## src/rtl/uart_rx_ctrl.sv

```systemverilog
// UART receive-path controller: 16x oversample tick generator, FWFT RX FIFO,
// sticky overrun/framing flags, character timeout and interrupt output.
module uart_rx_ctrl #(
  parameter int FIFO_DEPTH    = 4,
  parameter int DIV_W         = 16,
  parameter int TIMEOUT_TICKS = 640
) (
  input  logic                          clk,
  input  logic                          rst,
  input  logic                          enable,
  input  logic [DIV_W-1:0]              baud_div,
  output logic                          sck_rising_edge,
  input  logic                          rx_busy,
  input  logic                          rx_data_valid,
  input  logic [7:0]                    rx_data,
  input  logic                          rx_error,
  output logic                          rd_valid,
  output logic [7:0]                    rd_data,
  input  logic                          rd_ready,
  output logic [$clog2(FIFO_DEPTH):0]   fifo_count,
  output logic                          overrun,
  output logic                          frame_err,
  output logic                          rx_timeout,
  input  logic                          clr_status,
  output logic                          irq
);

  localparam int AW   = $clog2(FIFO_DEPTH);
  localparam int CW   = AW + 1;
  localparam int TO_W = $clog2(TIMEOUT_TICKS + 1);

  // ---------------------------------------------------------------------------
  // Tick generator state
  // ---------------------------------------------------------------------------
  logic [DIV_W-1:0] div_cnt_q, div_cnt_d;
  logic             tick_q, tick_d;

  // ---------------------------------------------------------------------------
  // FIFO state
  // ---------------------------------------------------------------------------
  logic [7:0]    mem_q [FIFO_DEPTH];
  logic [AW-1:0] wr_ptr_q, wr_ptr_d;
  logic [AW-1:0] rd_ptr_q, rd_ptr_d;
  logic [CW-1:0] count_q, count_d;
  logic          rd_valid_q, rd_valid_d;

  // ---------------------------------------------------------------------------
  // Flags and timeout state
  // ---------------------------------------------------------------------------
  logic            overrun_q, overrun_d;
  logic            frame_err_q, frame_err_d;
  logic [TO_W-1:0] to_cnt_q, to_cnt_d;

  // Handshake decode
  logic fifo_full;
  logic do_pop;
  logic do_push;
  logic overrun_set;

  assign fifo_full   = (count_q == CW'(FIFO_DEPTH));
  // rd_valid is 0 when empty, so a push into an empty FIFO is never paired with a pop.
  assign do_pop      = rd_valid_q & rd_ready;
  // A full FIFO still accepts a byte if a slot is freed in the same cycle.
  assign do_push     = rx_data_valid & (~fifo_full | do_pop);
  assign overrun_set = rx_data_valid & fifo_full & ~do_pop;

  // Divider next state: the >= compare lets a lowered baud_div take effect at once.
  always_comb begin
    div_cnt_d = '0;
    tick_d    = 1'b0;
    if (enable) begin
      if (div_cnt_q >= baud_div) begin
        div_cnt_d = '0;
        tick_d    = 1'b1;
      end else begin
        div_cnt_d = div_cnt_q + DIV_W'(1);
      end
    end
  end

  // Divider registers
  always_ff @(posedge clk) begin
    if (rst) begin
      div_cnt_q <= '0;
      tick_q    <= 1'b0;
    end else begin
      div_cnt_q <= div_cnt_d;
      tick_q    <= tick_d;
    end
  end

  // FIFO pointer/occupancy next state
  always_comb begin
    wr_ptr_d = wr_ptr_q;
    rd_ptr_d = rd_ptr_q;
    count_d  = count_q;
    if (do_push) begin
      wr_ptr_d = wr_ptr_q + AW'(1);
    end
    if (do_pop) begin
      rd_ptr_d = rd_ptr_q + AW'(1);
    end
    case ({do_push, do_pop})
      2'b10:   count_d = count_q + CW'(1);
      2'b01:   count_d = count_q - CW'(1);
      default: count_d = count_q;
    endcase
    rd_valid_d = (count_d != '0);
  end

  // FIFO control registers
  always_ff @(posedge clk) begin
    if (rst) begin
      wr_ptr_q   <= '0;
      rd_ptr_q   <= '0;
      count_q    <= '0;
      rd_valid_q <= 1'b0;
    end else begin
      wr_ptr_q   <= wr_ptr_d;
      rd_ptr_q   <= rd_ptr_d;
      count_q    <= count_d;
      rd_valid_q <= rd_valid_d;
    end
  end

  // FIFO storage; contents need no reset because rd_data is masked while empty
  always_ff @(posedge clk) begin
    if (do_push && !rst) begin
      mem_q[wr_ptr_q] <= rx_data;
    end
  end

  // Sticky flags: a set event in the same cycle as clr_status wins
  always_comb begin
    overrun_d   = overrun_set | (overrun_q & ~clr_status);
    frame_err_d = (rx_data_valid & rx_error) | (frame_err_q & ~clr_status);
  end

  // Character timeout: count idle ticks while data waits, saturating at the limit
  always_comb begin
    to_cnt_d = to_cnt_q;
    if (rx_data_valid || do_pop || !rd_valid_q) begin
      to_cnt_d = '0;
    end else if (tick_q && !rx_busy && (to_cnt_q != TO_W'(TIMEOUT_TICKS))) begin
      to_cnt_d = to_cnt_q + TO_W'(1);
    end
  end

  // Flag and timeout registers
  always_ff @(posedge clk) begin
    if (rst) begin
      overrun_q   <= 1'b0;
      frame_err_q <= 1'b0;
      to_cnt_q    <= '0;
    end else begin
      overrun_q   <= overrun_d;
      frame_err_q <= frame_err_d;
      to_cnt_q    <= to_cnt_d;
    end
  end

  // Outputs
  assign sck_rising_edge = tick_q;
  assign rd_valid        = rd_valid_q;
  assign rd_data         = rd_valid_q ? mem_q[rd_ptr_q] : 8'h00;
  assign fifo_count      = count_q;
  assign overrun         = overrun_q;
  assign frame_err       = frame_err_q;
  assign rx_timeout      = (to_cnt_q == TO_W'(TIMEOUT_TICKS));
  assign irq             = rd_valid_q | overrun_q | frame_err_q | rx_timeout;

endmodule

```

## config.mk

```make
export PLATFORM = sky130hd
export DESIGN_NAME = uart_rx_ctrl
export DESIGN_NICKNAME = d
export VERILOG_FILES = /design/src/rtl/uart_rx_ctrl.sv
export SDC_FILE = /design/constraint.sdc
export NUM_CORES = 1
export LEC_CHECK = 0
export BUFFER_PORTS_ARGS = -buffer_cell sky130_fd_sc_hd__clkbuf_2
export CAP_MARGIN = 20
export CORE_UTILIZATION = 57
export DETAILED_ROUTE_END_ITERATION = 10
export PLACE_DENSITY = 0.8
export SLEW_MARGIN = 25
export SYNTH_ARGS = -nofsm -noshare
export SYNTH_HDL_FRONTEND = slang
export SYNTH_SLANG_ARGS = --single-unit
export TNS_END_PERCENT = 20
```

## constraint.sdc

```tcl
create_clock -name clk -period 2.4 [get_ports clk]
set_input_delay 0.12 -clock clk [delete_from_list [all_inputs] [get_ports clk]]
set_output_delay 0.12 -clock clk [all_outputs]
set_load 0.02 [all_outputs]
```

==> metrics, run 1 <==
status=complete, no violations; Fin. Hold Viols=0; R2R Setup Slk=0.29 ns; largest net degree at the start of global routing=17; Rows=27; vias=2262; relative slew slack=49.94%; warnings from Yosys=0; Seq/Total Area, Yosys=52.39%; Die X=78.37 um; CP Capture Type=flip-flop; hold crit path type=in2reg; GRT Total Usage=21.43%; Synth Flop Type=dfxtp_1; antenna cells=0; count of cell types in the netlist=37; Synth top area share=28.90%; total CTS buffers=9; Setup violations, final=0; initial core utilization=59.64%; Max-cap violations=0; Worst Setup Start Kind=flip-flop; CTS tree=yes; I/O pin cnt=49; clock share of power=29.2%; critical path type=reg2reg; TritonRoute pass-1 iters=4; final net count=418; CTS Root Cell=clkbuf_8; fraction of layout cells with a size suffix above 1=20.77%; Vert. Die Dim=78.37 um; WL final=5.772 mm; Data arrival, critical path=2.39 ns; post_cts resized=0; Synth area leaders=edfxtp_1, dfxtp_1, ha_1; die area=6142 um2; worst hold margin=0.002478 ns; post-route DRC violation count=0; setup TNS=0 ns; max frequency=474.2 MHz; initial antenna violation count=0; Max IR drop VDD=0.4874 mV; Synth Net Count=357; Post-synth ARST share=0%; gr ovfl total=0; combinational power share=20.7%; HPWL after DPL=4.103 mm; Setup Skew=0.008376 ns; area of the core=5574 um2; Post-CTS Setup Bufs=0; Internal Power=1.966 mW; Synth Cell Area=3324 um2; cells after synthesis=300; Post-Syn Area per Cell=11.08 um2; Worst-path clk slew=0.07 ns; global-route wire length before repair=9.901 mm; IO Port Bufs=48; vias in the first global route=2227; clock tree sinks=71; Max Buffers Root-to-Sink=2; area grow syn2layout=16.56%; sequential share of power=50.1%; Leakage=1.584 nW; power density of the placed cells=727.6 nW/um2; Psw=0.8533 mW; hold-fix buffers at CTS=7; Sw Ratio=30.26%; via/cell ratio=5.164; worst skew pair latency=0.35 ns; synthesized flop and latch total=71; Final Max Tran Viols=0; Critical Path RT=2.68 ns; Final period util=87.86%; gpl congestion=0.8075; area leader, netlist=edfxtp_1; RSZ-0062 raised after global routing=no; most frequent cell after synthesis=nor2_1; number of synthesized flops with an enable pin=32; antenna viol nets, final=0; Synth top cells by count=nor2_1, dfxtp_1, edfxtp_1; Worst Tran Pin Value=0.7440 ns; CTS H-tree lvls=3; Critical Path Fanout Max=16; Initial DRC Count=85; min cycle time layout=2.109 ns; DR WL/cell=13.18 um
## cells by family after synthesis
kind of cell	after synthesis	synth area share, %
AOI/OAI and AO/OA	19	3.425
adders and majority gates	25	9.635
DFF	71	52.39
buffers and inverters	35	4.215
and+or+nand+nor	112	16.97
muxes	9	5.721
xor gates and xnor gates	29	7.640
## layout make-up
cell class | instances | area, um2
clock buffers | 9 | 123.9
clock inverters | 7 | 50.05
fillers | 423 | 1699
inverters | 29 | 108.9
multi-input cells | 194 | 1443
flip-flops and latches | 71 | 1742
well taps | 72 | 90.09
repair buffers | 56 | 317.8
## path summary, 6_finish.rpt
kind                                         startpoint  cells past startpoint                       end
worst max-delay path            div_cnt_q[9]$_SDFF_PP0_                      6  div_cnt_q[14]$_SDFF_PP0_
worst min-delay path                         rx_data[7]                      1     mem_q[2][7]$_DFFE_PP_
worst max register to register  div_cnt_q[9]$_SDFF_PP0_                      6  div_cnt_q[14]$_SDFF_PP0_
worst min register to register  div_cnt_q[0]$_SDFF_PP0_                      1   div_cnt_q[0]$_SDFF_PP0_
## cells in the final DEF, fill, tap and decap left out, types with 2 or more instances in the layout
cell type / n
clkbuf_2: 48
nor2_1: 41
dfxtp_1: 39
edfxtp_1: 32
inv_1: 29
ha_1: 24
xor2_1: 20
nand2_1: 18
nand3_1: 14
and2_1: 12
a21oi_1: 9
xnor2_1: 9
clkbuf_8: 9
mux4_2: 8
dlygate4sd3_1: 7
and3_1: 6
nor3_1: 4
nand2b_1: 4
o21ai_0: 3
nand4_1: 3
clkinv_4: 3
and4_1: 2
a31oi_1: 2
clkinvlp_4: 2
## state kept, by name (all words and copies together) (netlist names), named ones only
signal           count
mem_q               32
overrun              1
div_cnt_q           16
wr_ptr_q             2
to_cnt_q            10
sck_rising_edge      1
frame_err            1
rd_ptr_q             2
fifo_count           3
rd_valid             1
## routing by layer
metal  global-route usage (%)  share of wire [%]
met3                    4.651                4.4
met1                    26.19                 46
met5                        0                  0
met2                    36.14                 48
met4                    10.00                2.0
## power by group through the flow
stage | clock (mW) | combinational (mW) | sequential (mW)
final | 0.824 | 0.584 | 1.41
after global routing | 0.892 | 0.648 | 1.42
after CTS | 0.838 | 0.591 | 1.41
after detailed placement | 0 | 0.576 | 1.44
after global placement | 0 | 0.564 | 1.43
after floorplan | 0 | 0.390 | 1.44
## critical path: stages, from the launching register on
cell and delay (ns):
dfxtp_1 0.42, ha_1 0.28, a21oi_1 0.14, o21ai_0 0.10
a221oi_1 0.55, nand4_4 0.35, nor2_1 0.20
## stage by stage
step           instances  utilization, %  instance area (um2)  worst slack, ns  power, mW
3_3_place_gp         415           65.14                 3631           0.3736      1.998
3_5_place_dp         415           65.14                 3631           0.3119      2.015
5_1_grt              438           69.52                 3875           0.1167      2.963
2_1_floorplan        300               -                 3324           0.2800      1.829
6_report             438           69.52                 3875           0.2913      2.820
4_1_cts              438           69.52                 3875           0.2774      2.842
Note: power is estimated with default switching activity, not from simulation.
==> run 2, diff against run 1 <==
--- a/config.mk
+++ b/config.mk
@@ -7,9 +7,10 @@
 export LEC_CHECK = 0
 export BUFFER_PORTS_ARGS = -buffer_cell sky130_fd_sc_hd__clkbuf_2
 export CAP_MARGIN = 20
-export CORE_UTILIZATION = 57
+export CORE_UTILIZATION = 59
+export CTS_BUF_LIST = sky130_fd_sc_hd__clkbuf_8
 export DETAILED_ROUTE_END_ITERATION = 10
-export PLACE_DENSITY = 0.8
+export PLACE_DENSITY = 0.82
 export SLEW_MARGIN = 25
 export SYNTH_ARGS = -nofsm -noshare
 export SYNTH_HDL_FRONTEND = slang
==> metrics, run 2 (synthesis results as in run 1) <==
critical path type=reg2reg; GRT Total Usage=23.96% (+2.5 points); Worst Tran Pin Value=0.7332 ns (-0.01074 ns); largest net degree at the start of global routing=17 (unchanged); final net count=418 (unchanged); post-route DRC violation count=0 (unchanged); area of the core=5270 um2 (-5.5%); Max-cap violations=0 (unchanged); Fin. Hold Viols=0 (unchanged); CTS tree=yes; Initial DRC Count=81 (-4.7%); GR Layer Usage met2=43.21% (+7.1 points); die area=5939 um2 (-3.3%); setup TNS=0 ns (unchanged); Vert. Die Dim=77.07 um (-1.7%); gpl congestion=0.7470 (-7.5%); Max Buffers Root-to-Sink=2 (unchanged); HPWL after DPL=4.745 mm (+16%); max FFs per register=32 (unchanged); Setup violations, final=0 (unchanged); Worst Setup Start Kind=flip-flop; fraction of layout cells with a size suffix above 1=20.77% (unchanged); CP top delay family=simple AND/OR/NAND/NOR gates; worst skew pair latency=0.35 ns (about the same); CTS H-tree lvls=3 (unchanged); commonest non-fill, non-tap cell in the layout=clkbuf_2; met1 usage=25.82% (-0.37 points); total CTS buffers=9 (unchanged); min cycle time layout=2.176 ns (+0.06756 ns); Post-CTS Setup Bufs=0 (unchanged); initial core utilization=63.08% (+3.4 points); area grow syn2layout=16.86%; Largest regs=mem_q (32), div_cnt_q (16), to_cnt_q (10); max frequency=459.5 MHz (-3.1%); initial antenna violation count=0 (unchanged); Crit path largest cell delay=0.59 ns (+0.04 ns); RSZ-0062 raised after global routing=no; vias=2336 (+3.3%); Leakage=1.591 nW (+0.46%); Setup Skew=0.01293 ns (+0.004550 ns); CP Capture Type=flip-flop; WL final=6.388 mm (+11%); CTS Root Cell=clkbuf_8; gr ovfl total=0 (unchanged); global-route wire length before repair=10.71 mm (+8.2%); Biggest register=mem_q; worst hold margin=0.008893 ns (+0.006415 ns); TritonRoute pass-1 iters=4 (unchanged); Critical Path Fanout Max=16 (unchanged); total power=2.919 mW (+3.5%); slowest CP cell=a2111oi_0; power density of the placed cells=751.4 nW/um2 (+3.3%); design area=3885 um2 (+0.26%); Final period util=90.68% (+2.8 points); Data arrival, critical path=2.45 ns (+0.06 ns); I/O pin cnt=49 (unchanged); Rows=26 (-3.7%); Worst-path clk slew=0.07 ns (about the same); Final Max Tran Viols=0 (unchanged); most frequent cells in the layout=clkbuf_2, nor2_1, dfxtp_1; Max IR drop VDD=0.4234 mV (-13%); placed instance area=3636 um2 (+0.14%); relative slew slack=50.67% (+0.72 points); gr busiest metal=met2; clock tree sinks=71 (unchanged); Critical Path RT=2.68 ns (about the same); antenna cells=0 (unchanged); worst-path cell chain=inv_1, ha_1, nand2b_1, a2111oi_0, or4_4, nand4_4, nor2_1; Crit path buffers/inverters=1 (+1); hold crit path type=in2reg; DR WL/cell=14.65 um (+11%); vias in the first global route=2420 (+8.7%); GR Util met3=4.167% (-0.48 points); status=complete, no violations; IO Port Bufs=48 (unchanged); antenna viol nets, final=0 (unchanged); Die X=77.07 um (-1.7%); via/cell ratio=5.358 (+3.7%)
[run 2: per-layer routing]
layer  up-vias  part of all wire [%]
li1       1153                     -
met1      1089                    40
met2        71                    52
met3        23                   3.5
met4         0                   4.1
met5         -                     0
[run 2: where the power goes]
group | internal [mW] | leakage, nW | total (mW) | switching, mW
Combinational | 0.255 | 0.894 | 0.597 | 0.341
Clock | 0.470 | 0.0901 | 0.911 | 0.441
Sequential | 1.34 | 0.607 | 1.41 | 0.0742
[run 2: worst paths after layout]
check / startpoint / end / slack, ns / depth (start not counted)
hold reg to reg: div_cnt_q[0]$_SDFF_PP0_ / div_cnt_q[0]$_SDFF_PP0_ / 0.50 / 1
hold / removal: rx_data[3] / mem_q[2][3]$_DFFE_PP_ / 0.009 / 1
setup / recovery: div_cnt_q[0]$_SDFF_PP0_ / div_cnt_q[8]$_SDFF_PP0_ / 0.22 / 7
setup reg to reg: div_cnt_q[0]$_SDFF_PP0_ / div_cnt_q[8]$_SDFF_PP0_ / 0.22 / 7
[run 2: cell type report]
cell class / count / area, um2
clock buffer: 9 / 123.9
clock inverter: 7 / 65.06
fill: 389 / 1385
inverter: 29 / 108.9
multi-input combinational: 194 / 1443
sequential: 71 / 1742
tap: 70 / 87.58
timing repair buffer: 56 / 315.3
[run 2: per-stage QoR]
stage | std cells | utilization (%) | worst slack (ns)
floorplan | 300 | - | 0.2800
global placement | 414 | 68.99 | 0.2684
detailed placement | 414 | 68.99 | 0.1958
CTS | 436 | 73.72 | 0.1820
global route | 436 | 73.72 | 0.08082
finish | 436 | 73.72 | 0.2237
[run 2: what timing repair did]
action	4_1_cts	5_1_grt
endpoints found under the hold margin	21	0
gates resized for setup	0	0
hold buffers	6	0
endpoints found under the setup margin	0	0
==> run 3, diff against run 2 <==
--- a/config.mk
+++ b/config.mk
@@ -7,10 +7,10 @@
 export LEC_CHECK = 0
 export BUFFER_PORTS_ARGS = -buffer_cell sky130_fd_sc_hd__clkbuf_2
 export CAP_MARGIN = 20
-export CORE_UTILIZATION = 59
+export CORE_UTILIZATION = 40
 export CTS_BUF_LIST = sky130_fd_sc_hd__clkbuf_8
 export DETAILED_ROUTE_END_ITERATION = 10
-export PLACE_DENSITY = 0.82
+export PLACE_DENSITY = 0.59
 export SLEW_MARGIN = 25
 export SYNTH_ARGS = -nofsm -noshare
 export SYNTH_HDL_FRONTEND = slang
==> metrics, run 3 (synthesis results as in run 1) <==
hold crit path type=in2reg; Vert. Die Dim=93.17 um (+21%); dpl cells=445 (+7.5%); Rows=32 (+23%); global-route wire length before repair=9.846 mm (-8.1%); design area=3906 um2 (+0.55%); fillers=741 (+90%); max FFs per register=32 (unchanged); sequential share of power=48.7% (+0.4 points); Final Non-Filler Cells=466 (+6.9%); Sw Ratio=28.69% (-0.66 points); Psw=0.8292 mW (-3.2%); Setup violations, final=0 (unchanged); TritonRoute pass-1 iters=4 (unchanged); gr busiest metal=met2; Internal Power=2.061 mW (about the same); Leakage=1.586 nW (-0.27%); critical path type=reg2reg; initial core utilization=42.15% (-21 points); IO Port Bufs=48 (unchanged); worst skew pair latency=0.34 ns (about the same); Worst Tran Pin Value=0.7743 ns (+0.04104 ns); Largest regs=mem_q (32), div_cnt_q (16), to_cnt_q (10); setup TNS=0 ns (unchanged); CTS Root Cell=clkbuf_8; most frequent cells in the layout=clkbuf_2, nor2_1, dfxtp_1; antenna viol nets, final=0 (unchanged); Biggest register=mem_q; total CTS buffers=9 (unchanged); initial antenna violation count=0 (unchanged); Fin. Hold Viols=0 (unchanged); CTS H-tree lvls=3 (unchanged); antenna cells=0 (unchanged); gpl congestion=0.7366 (-1.4%); clock share of power=31.3% (about the same); combinational power share=20.0% (-0.4 points); Critical Path Fanout Max=6 (-10); Max Buffers Root-to-Sink=2 (unchanged); DR WL/cell=12.49 um (-15%); Data arrival, critical path=2.29 ns (-0.16 ns); post-route DRC violation count=0 (unchanged); CTS tree=yes; area of the core=7888 um2 (+50%); R2R Setup Slk=0.32 ns (+0.09 ns); Worst-path clk slew=0.08 ns (about the same); Initial DRC Count=63 (-22%); Die X=93.17 um (+21%); Final Util=49.52% (-24 points); commonest non-fill, non-tap cell in the layout=clkbuf_2; Critical Path RT=2.61 ns (-0.07 ns); Max IR drop VDD=0.2569 mV (-39%); gr ovfl total=0 (unchanged); post_cts resized=0 (unchanged); total power=2.890 mW (-0.98%); area occupied by multi-input gates=1443 um2 (unchanged); RSZ-0062 raised after global routing=no; area grow syn2layout=17.50%; largest net degree at the start of global routing=17 (unchanged); sequential cell area=1742 um2 (unchanged); final net count=416 (-0.48%); max frequency=480.2 MHz (+4.5%); Final period util=86.77% (-3.9 points); GRT Total Usage=14.76% (-9.2 points); vias in the first global route=2131 (-12%); vias=2206 (-5.6%); Final Max Tran Viols=0 (unchanged); I/O pin cnt=49 (unchanged); die area=8680 um2 (+46%); placed instance area=3669 um2 (+0.89%); HPWL after DPL=4.295 mm (-9.5%); GR Util met3=2.764% (-1.4 points); WL final=5.819 mm (-8.9%); Setup Skew=0.007315 ns (-0.005610 ns); clock tree sinks=71 (unchanged); status=complete, no violations; fraction of layout cells with a size suffix above 1=20.60% (-0.16 points); Worst Setup Start Kind=flip-flop; GR Layer Usage met2=23.41% (-20 points); Max-cap violations=0 (unchanged); power density of the placed cells=740.0 nW/um2 (-1.5%); via/cell ratio=4.734 (-12%); CP Capture Type=flip-flop; relative slew slack=47.91% (-2.8 points); met1 usage=19.32% (-6.5 points); min cycle time layout=2.082 ns (-0.09382 ns)
[run 3: changes by cell type in the layout (fill, tap and decap cells not counted)]
cell,before,now
clkinv_4,0,1
inv_1,30,29
clkinv_1,1,2
clkinv_2,1,2
dlygate4sd3_1,6,5
clkinvlp_4,3,1
buf_4,2,1
[run 3: critical path, cell delays in order (launching register included)]
cell     delay [ns]
dfxtp_1        0.37
nor2_1         0.16
nand3_1        0.11
nand2_1        0.16
ha_1           0.21
inv_1          0.06
fa_1           0.37
xor2_1         0.15
nor2_1         0.12
xnor2_1        0.15
a31oi_1        0.10
[run 3: final timing paths]
| kind | start | cells past startpoint | to |
|---|---|---|---|
| setup / recovery | fifo_count[0]$_SDFF_PP0_ | 10 | rd_valid$_SDFF_PP0_ |
| hold / removal | rx_data[6] | 1 | mem_q[2][6]$_DFFE_PP_ |
| setup reg to reg | fifo_count[0]$_SDFF_PP0_ | 10 | rd_valid$_SDFF_PP0_ |
| hold reg to reg | div_cnt_q[0]$_SDFF_PP0_ | 1 | div_cnt_q[0]$_SDFF_PP0_ |
[run 3: what timing repair did]
action,in CTS,in global routing
hold endpoints to repair,18,0
setup buffers,0,0
hold buffers,5,0
[run 3: per-layer routing]
layer	vias to the layer above	part of all wire [%]
li1	1143	-
met1	1008	48
met2	45	46
met3	10	3.8
met4	0	1.6
met5	-	0
[run 3: power groups by stage]
stage | clock [mW] | sequential [mW] | combinational (mW)
floorplan | 0 | 1.44 | 0.390
global placement | 0 | 1.44 | 0.574
detailed placement | 0 | 1.44 | 0.582
CTS | 0.932 | 1.41 | 0.591
global route | 0.983 | 1.42 | 0.646
finish | 0.903 | 1.41 | 0.579
[run 3: final cells by class]
type                            count  area share, %
Tap cell                          102          3.267
Inverter                           29          2.787
Multi-Input combinational cell    194          36.93
Timing Repair Buffer               54          7.623
Sequential cell                    71          44.59
Clock buffer                        9          3.171
Clock inverter                      7          1.634
[run 3: through the flow]
step / hold WS, ns / worst slack (ns)
5_1_grt: 0.01742 / 0.1120
3_3_place_gp: 0.3441 / 0.3440
3_5_place_dp: 0.3502 / 0.2565
4_1_cts: 0.003916 / 0.2328
6_report: 0.01144 / 0.3176
2_1_floorplan: 0.1894 / 0.2800
